### src/rtl/ps2_tx.sv
// Host-to-device PS/2 transmitter: request-to-send, then shift a start bit, 8 data bits,
// odd parity and stop on device clock edges, and finally sample the device acknowledge.
module ps2_tx #(
    parameter int RTS_CYCLES     = 12000,
    parameter int FILTER_LEN     = 8,
    parameter int TIMEOUT_CYCLES = 200000
) (
    input  logic       i_clk,
    input  logic       i_reset,
    input  logic       i_ps2c,
    input  logic       i_ps2d,
    input  logic       i_wr_ps2,
    input  logic [7:0] i_din,
    output logic       o_ps2c_oe,
    output logic       o_ps2d_oe,
    output logic       o_tx_idle,
    output logic       o_tx_done_tick,
    output logic       o_ack_err,
    output logic       o_timeout_err
);

    localparam int RW = (RTS_CYCLES > 1) ? $clog2(RTS_CYCLES) : 1;
    localparam int WW = (TIMEOUT_CYCLES > 1) ? $clog2(TIMEOUT_CYCLES) : 1;

    typedef enum logic [2:0] {
        S_IDLE,
        S_RTS,
        S_START,
        S_DATA,
        S_STOP,
        S_ACK
    } state_t;

    logic [1:0]            c_sync;
    logic [1:0]            d_sync;
    logic [FILTER_LEN-1:0] filt_sr;
    logic                  filt_c;
    logic                  filt_c_prev;
    logic                  fall;

    state_t                state, state_n;
    logic [8:0]            frame, frame_n;
    logic [3:0]            idx, idx_n;
    logic [RW-1:0]         rts_cnt, rts_cnt_n;
    logic [WW-1:0]         wd_cnt, wd_cnt_n;
    logic                  ack_err, ack_err_n;
    logic                  timeout_err, timeout_err_n;
    logic                  done_q, done_n;
    logic                  wd_hit;

    // Both lines idle high, so conditioning state resets to 1 to avoid a phantom edge.
    always_ff @(posedge i_clk) begin
        if (i_reset) begin
            c_sync      <= 2'b11;
            d_sync      <= 2'b11;
            filt_sr     <= '1;
            filt_c      <= 1'b1;
            filt_c_prev <= 1'b1;
        end else begin
            c_sync      <= {c_sync[0], i_ps2c};
            d_sync      <= {d_sync[0], i_ps2d};
            filt_sr     <= {filt_sr[FILTER_LEN-2:0], c_sync[1]};
            filt_c_prev <= filt_c;
            if (&filt_sr)
                filt_c <= 1'b1;
            else if (~|filt_sr)
                filt_c <= 1'b0;
        end
    end

    assign fall   = filt_c_prev & ~filt_c;
    assign wd_hit = (wd_cnt == WW'(TIMEOUT_CYCLES - 1));

    always_ff @(posedge i_clk) begin
        if (i_reset) begin
            state       <= S_IDLE;
            frame       <= '0;
            idx         <= '0;
            rts_cnt     <= '0;
            wd_cnt      <= '0;
            ack_err     <= 1'b0;
            timeout_err <= 1'b0;
            done_q      <= 1'b0;
        end else begin
            state       <= state_n;
            frame       <= frame_n;
            idx         <= idx_n;
            rts_cnt     <= rts_cnt_n;
            wd_cnt      <= wd_cnt_n;
            ack_err     <= ack_err_n;
            timeout_err <= timeout_err_n;
            done_q      <= done_n;
        end
    end

    always_comb begin
        state_n       = state;
        frame_n       = frame;
        idx_n         = idx;
        rts_cnt_n     = rts_cnt;
        wd_cnt_n      = wd_cnt;
        ack_err_n     = ack_err;
        timeout_err_n = timeout_err;
        done_n        = 1'b0;

        case (state)
            S_IDLE: begin
                if (i_wr_ps2) begin
                    frame_n       = {~^i_din, i_din};
                    ack_err_n     = 1'b0;
                    timeout_err_n = 1'b0;
                    rts_cnt_n     = RW'(RTS_CYCLES - 1);
                    state_n       = S_RTS;
                end
            end
            S_RTS: begin
                if (rts_cnt == '0) begin
                    wd_cnt_n = '0;
                    state_n  = S_START;
                end else begin
                    rts_cnt_n = rts_cnt - 1'b1;
                end
            end
            default: begin
                // Device-clocked phase: the watchdog restarts on every filtered falling edge.
                if (fall) begin
                    wd_cnt_n = '0;
                    case (state)
                        S_START: begin
                            idx_n   = '0;
                            state_n = S_DATA;
                        end
                        S_DATA: begin
                            if (idx == 4'd8) begin
                                state_n = S_STOP;
                            end else begin
                                frame_n = {1'b0, frame[8:1]};
                                idx_n   = idx + 4'd1;
                            end
                        end
                        S_STOP: state_n = S_ACK;
                        S_ACK: begin
                            ack_err_n = d_sync[1];
                            done_n    = 1'b1;
                            state_n   = S_IDLE;
                        end
                        default: state_n = S_IDLE;
                    endcase
                end else if (wd_hit) begin
                    timeout_err_n = 1'b1;
                    done_n        = 1'b1;
                    state_n       = S_IDLE;
                end else begin
                    wd_cnt_n = wd_cnt + 1'b1;
                end
            end
        endcase
    end

    assign o_ps2c_oe      = (state == S_RTS);
    assign o_ps2d_oe      = (state == S_START) || ((state == S_DATA) && !frame[0]);
    assign o_tx_idle      = (state == S_IDLE);
    assign o_tx_done_tick = done_q;
    assign o_ack_err      = ack_err;
    assign o_timeout_err  = timeout_err;

endmodule

### config.mk
export PLATFORM = sky130hd
export DESIGN_NAME = ps2_tx
export DESIGN_NICKNAME = d
export VERILOG_FILES = /design/src/rtl/ps2_tx.sv
export SDC_FILE = /design/constraint.sdc
export NUM_CORES = 1
export LEC_CHECK = 0
export ABC_AREA = 1
export CAP_MARGIN = 20
export CORE_MARGIN = 2
export CORE_UTILIZATION = 45
export CTS_CLUSTER_DIAMETER = 100
export DETAILED_ROUTE_END_ITERATION = 12
export PLACE_DENSITY_LB_ADDON = 0.3
export SLEW_MARGIN = 30
export SYNTH_ARGS = -nofsm -noshare
export SYNTH_HDL_FRONTEND = slang
export SYNTH_SLANG_ARGS = --single-unit
### constraint.sdc
create_clock -name i_clk -period 1.71 [get_ports i_clk]
set_input_delay 0.513 -clock i_clk [delete_from_list [all_inputs] [get_ports i_clk]]
set_output_delay 0.513 -clock i_clk [all_outputs]
set_load 0.01 [all_outputs]
Word-level counts from Yosys, hierarchy flattened
Cells that the tools add are included. W data, S select, Z words.

ROM bits: 0. Word-level logic and storage cells: 92. Bits in latches: 0. Register bits: 65. Memory bits (writable): 0. Input port bits: 13. Memories kept: 0.

Shift-type cells: 0. Div/mod/pow operators: 0. Equal/unequal tests: 15. Reductions and logical operators: 25. Bitwise gates (word level): 5. Magnitude comparators: 0. Multiplexer cells: 31. Multiply operators: 0. Add/sub/neg operators: 3.

Operators with widths (count): $mux W18 (3); $mux W9 (4); $pmux W18 S2 (1); $mux W14 (2); $pmux W14 S2 (1); $add A18 B1 Y18 const B (1); $eq A18 B18 Y1 const B (1); $pmux W9 S2 (1); $reduce_and A4 Y1 (4); $mux W3 (5); $logic_not A14 Y1 (1); $sub A14 B1 Y14 const B (1); $reduce_bool A2 Y1 (6); $ne A2 B2 Y1 const B (5); $pmux W3 S3 (1); $mux W1 (8); $pmux W4 S2 (1); $reduce_and A8 Y1 (1); $reduce_or A8 Y1 (1); $reduce_xnor A8 Y1 (1); $eq A3 B2 Y1 const B (2); $eq A3 B3 Y1 const B (2); $pmux W3 S2 (1); $reduce_and A3 Y1 (2); other kinds (18) (23).

Depth between registers and ports, before layout
Depth after elaboration: 5. Gate-level depth with buffers: 12. Depth with buffers taken out: 11.

Least setup slack after synthesis
Ideal clock, no wire load.

Path type: reg2out. From: register state[2]. To: output o_ps2c_oe. Required time: 1.197 ns. Path slack: 0.154 ns. Stages on the path, launching flop included: 6. Path buffers: 2. Data arrival time: 1.043 ns. Path through: dfxtp_1 > nor2_4 > inv_2 > nor2_8 > buf_4 > buf_4.

Longest elaborated chain between the ends: 1.

RTL lines: start: declaration (line 41) `state_t state, state_n;`; start signal: assignment (line 85) `state <= state_n;`; $eq A3 B1 Y1 (line 160) `assign o_ps2c_oe = (state == S_RTS);`; end: declaration (line 14) `output logic o_ps2c_oe,`.

Every way passes these cells.

Final worst setup path
Ends and elaborated chain as after synthesis.

==> flow_summary_export.csv <==
group,metric,value,unit
placement,dpl_cell_area,4150,µm²
global_routing,track_usage,21.1,%
power_and_ir_drop,ir_drop,0.000768,V
cts,cts_tree,"yes",
floorplan,initial_utilization,46.6,%
finish,final_cell_mix,"134 x nand2_1, 68 x nor2_1, 62 x dfxtp_1",
finish,area_growth,22.9,%
floorplan,io_pins,19,
sta,hold-worst-slack,412,ps
finish,diodes,0,
power_and_ir_drop,power_density,1360,nW/µm²
cts,cts-htree-levels,3,
critical_path,critPathMaxFanout,3,
critical_path,path_cells,"nor2_4, inv_2, nor2_8, buf_4",
cts,insertion_delay,360,ps
detailed_routing,antenna_left,0,
sta,fin_skew,10.9,ps
floorplan,row_count,32,
critical_path,cp-end-kind,"primary output",
floorplan,die_h,93.7,µm
global_routing,grt_pass1_vias,3279,
cts,cts_made_buffers,9,
critical_path,critPathRequiredTime,1200,ps
global_routing,grt_overflow_total,0,
global_routing,grt_max_degree,36,
sta,setup_violations,0,
global_routing,grt_pass1_wl,14800,µm
critical_path,crit_slowest_cell,"dfxtp_2",
cts,cts_buffer_depth,2,
sta,maxSlewViolCount,0,
finish,fin_nets,610,
synth,syn-cell-area,3620,µm²
detailed_routing,wire_per_inst,12.2,µm
detailed_routing,vias,3517,
placement,globalplace.congestion,0.878,
sta,fin_crit_sh,95.7,%
floorplan,die_w,93.7,µm
sta,fmax,611,MHz
synth,avgSynthCellArea,6.75,µm²
placement,placedCellCount,680,
detailed_routing,firstDrtPassIters,4,
power_and_ir_drop,power_frac_seq,32.6,%
finish,final_area,4450,µm²
status,status,"complete, no violations",
min_path,hp-class,"flop to flop",
finish,drive_gt1_share,21.2,%
placement,hpwl,6160,µm
critical_path,critPathKind,"flop to primary output",
critical_path,worstPathArrival,1120,ps
synth,syn_nets,554,
synth,synth_edf_count,0,
sta,slew_headroom,77.3,%
detailed_routing,drcViolationCount,0,
critical_path,cpPeakStageDelay,340,ps
detailed_routing,via_per_inst,5.02,
floorplan,dieArea,8790,µm²
cts,clkTransAtPathRegs,80,ps
detailed_routing,drt_iter0_drc,184,
sta,period_minus_slack,1640,ps
cts,cts_root_buf,"clkbuf_8",
power_and_ir_drop,clockPowerShare,22.4,%
placement,io_buffer_count,18,
global_routing,antenna_found_initial,0,
synth,synth_flop_cell,"dfxtp_1",
sta,worstMarginPinSlew,340,ps
power_and_ir_drop,power_leakage,1.95,nW
power_and_ir_drop,p_switching,2.50,mW
finish,layout.cells.non_filler,700,
synth,ys_types,42,
sta,hold_viol,0,
detailed_routing,routed_wl,8550,µm
synth,yosysSeqAreaShare,35.9,%
power_and_ir_drop,swShare,41.2,%
floorplan,core-area,7770,µm²
critical_path,critical_path.startpoint_type,"flop",
sta,setup_tns,0,ps
run,drv_cap,0,
synth,async_flop_share,0,%
synth,syn_inst,537,
finish,layout_commonest_cell,"nand2_1",
cts,clock_sinks,65,
power_and_ir_drop,p_comb_share,45.0,%
synth,ys_ff_latch,65,
synth,yosysWarnings,0,
power_and_ir_drop,cellInternalPower,3.57,mW
power_and_ir_drop,fin_total_pwr,6.07,mW
[metrics by stage]
step	worst slack (ps)	util [%]
floorplan	154	-
global placement	-88.4	53.4
finish	73.1	57.3
detailed placement	-130	53.4
global route	-7.21	57.3
CTS	5.82	56.2
[path summary, 6_finish.rpt]
check             startpoint          to  slack [ps]  cells after the start
hold / removal     c_sync[1]  filt_sr[0]         410                      1
setup reg to reg   wd_cnt[0]   wd_cnt[7]         110                     10
setup / recovery    state[2]   o_ps2c_oe          70                      4
hold reg to reg    c_sync[1]  filt_sr[0]         410                      1
[power groups by stage]
stage	clock (mW)	combinational (mW)	sequential, mW
3_5_place_dp	0	2.56	1.99
6_report	1.36	2.73	1.98
5_1_grt	1.44	3.06	2.02
3_3_place_gp	0	2.49	1.98
4_1_cts	1.39	2.59	1.97
2_1_floorplan	0	1.85	1.95
[state kept, by name, summed over array words and instances, names as in the netlist]
signal	count
state	3
c_sync	2
idx	4
filt_c_prev	1
wd_cnt	18
o_tx_done_tick	1
o_ack_err	1
o_timeout_err	1
d_sync	2
rts_cnt	14
filt_c	1
frame	9
filt_sr	8
[layer usage]
metal  track usage (%)  vias to the layer above  wire length (µm)
met2              34.6                       71              4060
met3              4.65                       13               369
met1              27.5                     1595              4030
met4              6.88                        0               103
li1                  -                     1838                 -
met5                 0                        -                 0
[worst max-delay path: cells and delay by family, from the launching register on]
| kind | cells | cell delay (ps) |
|---|---|---|
| flops | 1 | 340 |
| simple gates | 2 | 220 |
| buf+inv | 2 | 210 |
[layout make-up]
| cell class | instances | area (µm²) |
|---|---|---|
| Sequential cell | 65 | 1310 |
| Clock inverter | 7 | 80.1 |
| Fill cell | 748 | 3310 |
| Tap cell | 102 | 128 |
| Timing Repair Buffer | 62 | 531 |
| Multi-Input combinational cell | 397 | 2050 |
| Inverter | 58 | 230 |
| Clock buffer | 9 | 124 |
[cell usage after synthesis (4+ instances only)]
master,n,area (µm²)
a31oi_1,8,50.1
buf_2,4,20.0
xor2_1,4,35.0
a21oi_2,7,61.3
nand2_1,136,510
nor2_1,71,267
dfxtp_1,65,1300
nor3_1,7,35.0
nand3b_1,6,45.0
inv_1,51,191
nand3_1,49,245
nand2_2,13,81.3
inv_2,4,15.0
ha_1,4,50.1
buf_4,4,30.0
clkbuf_1,6,22.5
o21ai_0,18,90.1
or2_2,8,50.1
xnor2_1,7,61.3
a21oi_1,28,140
nand4_1,8,50.1
[repair_timing]
item                       in CTS  in global routing
setup endpoints to repair      13                 36
pin swaps                       3                  4
gates resized for setup        22                 22
setup buffers                   2                  2
hold buffers                    0                  0
hold endpoints to repair        0                  0
[cells by family after synthesis]
kind of cell | share of synthesized area, %
AOI/OAI and AO/OA | 12.2
xor gates and xnor gates | 2.66
adders and majority gates | 1.38
buffers and inverters | 9.18
DFF | 35.9
and+or+nand+nor | 38.7
(Power assumes the default switching activity.)
